===== src/rtl/ifetch_ctrl.sv =====
// Instruction fetch controller: PC, ROM addressing, instruction register with
// a valid/ready handshake toward decode, branch redirect and self-jump halt.
module ifetch_ctrl #(
  parameter int                     ROM_WIDTH = 21,
  parameter logic [15:0]            RESET_PC  = 16'h0000,
  parameter logic [ROM_WIDTH-17:0]  JMP_OPC   = 5'b01001
) (
  input  logic                 clk,
  input  logic                 rst_n,
  input  logic                 run,
  output logic [15:0]          rom_addr,
  input  logic [ROM_WIDTH-1:0] rom_data,
  output logic [ROM_WIDTH-1:0] ir,
  output logic [15:0]          ir_pc,
  output logic                 ir_valid,
  input  logic                 ir_ready,
  input  logic                 br_valid,
  input  logic [15:0]          br_target,
  output logic                 halted,
  output logic [1:0]           dbg_state
);

  // Handshake: ir is transferred on any edge where ir_valid=1 and
  // ir_ready=1; ir, ir_pc stay stable while ir_valid=1 and ir_ready=0.

  typedef enum logic [1:0] {
    IDLE  = 2'd0,
    FETCH = 2'd1,
    HALT  = 2'd2
  } state_t;

  state_t               state, state_n;
  logic [15:0]          pc, pc_n;
  logic [ROM_WIDTH-1:0] ir_n;
  logic [15:0]          ir_pc_n;
  logic                 ir_valid_n;
  logic                 load;
  logic                 self_jump;

  assign rom_addr  = pc;
  assign dbg_state = state;

  assign self_jump = (rom_data[ROM_WIDTH-1:16] == JMP_OPC) && (rom_data[15:0] == pc);

  always_ff @(posedge clk or negedge rst_n) begin
    if (!rst_n) begin
      state    <= IDLE;
      pc       <= RESET_PC;
      ir       <= '0;
      ir_pc    <= '0;
      ir_valid <= 1'b0;
      halted   <= 1'b0;
    end else begin
      state    <= state_n;
      pc       <= pc_n;
      ir       <= ir_n;
      ir_pc    <= ir_pc_n;
      ir_valid <= ir_valid_n;
      halted   <= (state_n == HALT);
    end
  end

  always_comb begin
    state_n    = state;
    pc_n       = pc;
    ir_n       = ir;
    ir_pc_n    = ir_pc;
    ir_valid_n = ir_valid;
    load       = 1'b0;
    if (!run) begin
      state_n    = IDLE;
      ir_valid_n = 1'b0;
    end else begin
      case (state)
        IDLE: begin
          if (br_valid) pc_n = br_target;
          state_n = FETCH;
        end
        FETCH: begin
          if (br_valid) begin
            // Flush: the pending instruction is dropped even if consumed now.
            pc_n       = br_target;
            ir_valid_n = 1'b0;
          end else if (!ir_valid || ir_ready) begin
            load = 1'b1;
          end
        end
        HALT: begin
          ir_valid_n = ir_valid & ~ir_ready;
        end
        default: begin
          state_n    = IDLE;
          ir_valid_n = 1'b0;
        end
      endcase
    end
    if (load) begin
      ir_n       = rom_data;
      ir_pc_n    = pc;
      ir_valid_n = 1'b1;
      if (self_jump) begin
        pc_n    = rom_data[15:0];
        state_n = HALT;
      end else begin
        pc_n = pc + 16'd1;
      end
    end
  end

endmodule


===== config.mk =====
export PLATFORM = sky130hd
export DESIGN_NAME = ifetch_ctrl
export DESIGN_NICKNAME = d
export VERILOG_FILES = /design/src/rtl/ifetch_ctrl.sv
export SDC_FILE = /design/constraint.sdc
export NUM_CORES = 1
export LEC_CHECK = 0
export CAP_MARGIN = 15
export CORE_MARGIN = 5
export CORE_UTILIZATION = 68
export DETAILED_ROUTE_END_ITERATION = 8
export DONT_BUFFER_PORTS = 1
export MAX_ROUTING_LAYER = met4
export PLACE_DENSITY_LB_ADDON = 0.15
export REMOVE_ABC_BUFFERS = 1
export SYNTH_ARGS = -nofsm -noshare
export SYNTH_HDL_FRONTEND = slang
export SYNTH_SLANG_ARGS = --single-unit
export TNS_END_PERCENT = 100

===== constraint.sdc =====
create_clock -name clk -period 2.88 [get_ports clk]
set_clock_uncertainty 0.15 [all_clocks]
set_input_delay 0.576 -clock clk [delete_from_list [all_inputs] [get_ports clk]]
set_output_delay 0.576 -clock clk [all_outputs]
set_load 0.02 [all_outputs]

==> flow_summary_export.csv <==
group,metric,value,unit
detailed_routing,wl_per_cell,19.1,µm
floorplan,start_util,0.694,
detailed_routing,drtPass1Iterations,5,
timing,setup_viol,0,
clocking,clk_pin_slew,0.06,ns
pwr,p_leak,1.47,nW
yosys,synth-seq-area-share,0.476,
timing,clock.fmax,402,MHz
pwr,ir_drop,0.000475,V
global_route,use_met1,0.356,
timing,worst_pin_slew,0.957,ns
final_layout,final_util,0.740,
setup_path,worstSetupEndpointType,"flop",
detailed_routing,vias,2474,
timing,layout_min_cycle_time,2.48,ns
yosys,syn_inst,337,
setup_path,setup.worst_path.class,"reg -> reg",
final_layout,fill_cells,342,
final_layout,regArea,1430,µm²
pwr,p_seq_frac,0.568,
detailed_routing,route.detailed.drc,0,
yosys,synth_top_area_cell,"dfrtp_1",
global_route,met3_usage,0.0733,
placement,placed_area,3010,µm²
global_route,grt_max_degree,61,
clocking,cts-htree-levels,3,
pwr,comb_power_share,0.155,
setup_path,crit_required,2.98,ns
final_layout,multi_input_area,1410,µm²
timing,finalSetupTns,0,ns
pwr,power.share.clock,0.277,
yosys,synth_flop_cell,"dfrtp_1",
final_layout,synthToLayoutAreaGrowth,6.76,%
detailed_routing,avgViaCountPerCell,6.30,
pwr,p_int,0.00139,W
run_status,status,"finished, final reports clean",
floorplan,fp.coreArea,4320,µm²
floorplan,dieArea,5840,µm²
yosys,ys_types,54,
yosys,ys_top_cells_by_area,"dfrtp_1 (48%), nand2_1 (13%), xnor2_1 (5.3%), o21ai_0 (2.8%), nand4_1 (1.9%)",
pwr,switchingPower,0.000803,W
worst_hold_path,min_path_type,"in -> reg",
final_layout,antenna_cells,0,
final_layout,final_cell_area,3200,µm²
yosys,syn_area,3000,µm²
floorplan,die_h,76.4,µm
detailed_routing,ant_nets,0,
floorplan,rows,24,
global_route,grt-ovfl-total,0,
placement,dp_hpwl,4.95,mm
final_layout,drive_above_1_share,0.0968,
flow_run,drv_cap,0,
yosys,async_flop_share,1.00,
yosys,synth-seq-cells,57,
floorplan,io_pins,99,
clocking,cts_tree,"done",
yosys,synth_edf_count,0,
setup_path,path_max_fanout,13,
clocking,worstSkewPairLatency,0.33,ns
detailed_routing,routed_wl,7.52,mm
setup_path,setup.worst_path.start_class,"flop",
yosys,yosysWarnings,0,
global_route,antenna_found_initial,0,
clocking,cts_buffers,9,
placement,place_ws,0.483,ns
timing,rsz0062_at_grt,"no",
final_layout,nets,379,
global_route,grt_first_pass_wirelength,12.7,mm
global_route,grt_pass1_vias,2521,
setup_path,cp.arrival,2.59,ns
clocking,root_buffer,"clkbuf_8",
yosys,netlist.area_leader.share,0.476,
timing,finalHoldViolations,0,
global_route,grt_busiest_layer,"met2",
timing,drv_slew,0,
timing,maxSlewHeadroom,0.362,
global_route,use_met2,0.408,
detailed_routing,drtIter0Drc,220,
pwr,p_per_area,685,nW/µm²
timing,period_share,0.863,
pwr,switching_share,0.366,
placement,gp_congestion,0.849,
clocking,cts.path.max_buffers,2,
yosys,syn_area_per_cell,8.90,µm²
clocking,cts.sinks,57,
placement,portBuffers,0,
timing,worst_slack,0.395,ns
floorplan,die_x,76.4,µm
global_route,grtUsageTotal,0.275,
## power groups by stage
stage | Clock [W] | Sequential [W] | Combinational [W]
2_1_floorplan | 0 | 0.00123 | 0.000236
3_3_place_gp | 0 | 0.00126 | 0.000303
3_5_place_dp | 0 | 0.00126 | 0.000313
4_1_cts | 0.000613 | 0.00125 | 0.000339
5_1_grt | 0.000663 | 0.00127 | 0.000386
6_report | 0.000607 | 0.00125 | 0.000340
## what timing repair did
item,4_1_cts,5_1_grt
hold endpoints to repair,57,0
setup buffers,0,0
hold buffers,2,0
resized for setup,0,0
## critical path: stages, from the launching register on
cell     delay (ns)
dfrtp_1        0.64
xnor2_1        0.17
nand4_1        0.11
nor2_1         0.05
buf_4          0.18
a21oi_1        0.75
a31oi_1        0.19
o22ai_1        0.16
## path summary, 6_finish.rpt
check,from,end,slack [ns],cells after the start
hold / removal,rom_data[10],ir[10]$_DFFE_PN0P_,0.20,2
hold reg to reg,ir_pc[3]$_DFFE_PN0P_,ir_pc[3]$_DFFE_PN0P_,0.47,2
max in group asynchronous,rst_n,ir_pc[5]$_DFFE_PN0P_,1.71,2
setup / recovery,rom_addr[0]$_DFFE_PN0P_,rom_addr[2]$_DFFE_PN0P_,0.40,7
min in group asynchronous,rst_n,ir[17]$_DFFE_PN0P_,0.63,2
setup reg to reg,rom_addr[0]$_DFFE_PN0P_,rom_addr[2]$_DFFE_PN0P_,0.40,7
## flip-flops by register name, summed over array words and instances, names as in the netlist
register   cells
dbg_state      2
halted         1
ir            21
ir_pc         16
ir_valid       1
rom_addr      16
## cell usage in the layout, fill, tap and decap left out, drive strengths merged, types with 2 or more instances in the layout
| cell | Yosys | final |
|---|---|---|
| nand2 | 105 | 105 |
| dfrtp | 57 | 57 |
| o21ai | 24 | 24 |
| xnor2 | 19 | 19 |
| clkbuf | 7 | 12 |
| a21oi | 11 | 11 |
| nand4 | 10 | 10 |
| inv | 9 | 9 |
| buf | 15 | 9 |
| nand3 | 8 | 8 |
| and2 | 8 | 8 |
| o22ai | 7 | 7 |
| nor3 | 6 | 6 |
| a31oi | 5 | 5 |
| a32oi | 5 | 5 |
| nor2 | 4 | 4 |
| clkinv | 0 | 4 |
| a211oi | 4 | 4 |
| nand2b | 3 | 3 |
| mux2i | 3 | 3 |
| and4 | 2 | 2 |
| o21a | 2 | 2 |
| o31ai | 2 | 2 |
| o2bb2ai | 2 | 2 |
| o211ai | 2 | 2 |
## layout make-up
class | count | share of cell area
multi-input combinational | 249 | 0.441
clock inverter | 4 | 0.00625
tap | 52 | 0.0203
clock buffer | 12 | 0.0422
inverter | 9 | 0.0106
timing repair buffer | 10 | 0.0344
sequential | 57 | 0.445
## kinds of logic (layout without fill, tap and decap cells)
family | after synthesis | in the layout | synth area share
AOI/OAI and AO/OA | 74 | 74 | 0.161
muxes | 3 | 3 | 0.0100
xor gates and xnor gates | 20 | 20 | 0.0609
buffers and inverters | 31 | 35 | 0.0538
adders and majority gates | 1 | 1 | 0.00417
and+or+nand+nor | 151 | 151 | 0.234
DFF | 57 | 57 | 0.476
## cells in the mapped netlist, types with 2 or more instances
cell	number
a211oi_1	3
o22ai_1	6
buf_1	2
a32oi_1	5
clkbuf_1	6
nor3_2	2
o2bb2ai_1	2
dfrtp_1	57
buf_2	8
nand3_1	8
o31ai_1	2
nor2_1	4
o21ai_1	7
and2_1	6
nand2b_1	3
inv_1	9
buf_6	4
o211ai_1	2
a31oi_1	5
o21a_1	2
o21ai_0	17
nand2_1	104
mux2i_1	3
nand4_1	9
nor3_1	4
a21oi_1	11
xnor2_1	18
and4_4	2
## metrics by stage
step	hold slack, ns	std cells	total power, W
floorplan	0.130	315	0.00147
global placement	0.132	375	0.00156
detailed placement	0.132	375	0.00157
CTS	0.190	393	0.00220
global route	0.191	393	0.00232
finish	0.200	393	0.00219
## routing by layer
metal / vias to the layer above / share of wire
met5: - / 0
met4: 0 / 0.020
met3: 17 / 0.085
met2: 116 / 0.46
met1: 1178 / 0.43
li1: 1163 / -
No activity file was read; power rests on OpenSTA's default activity.
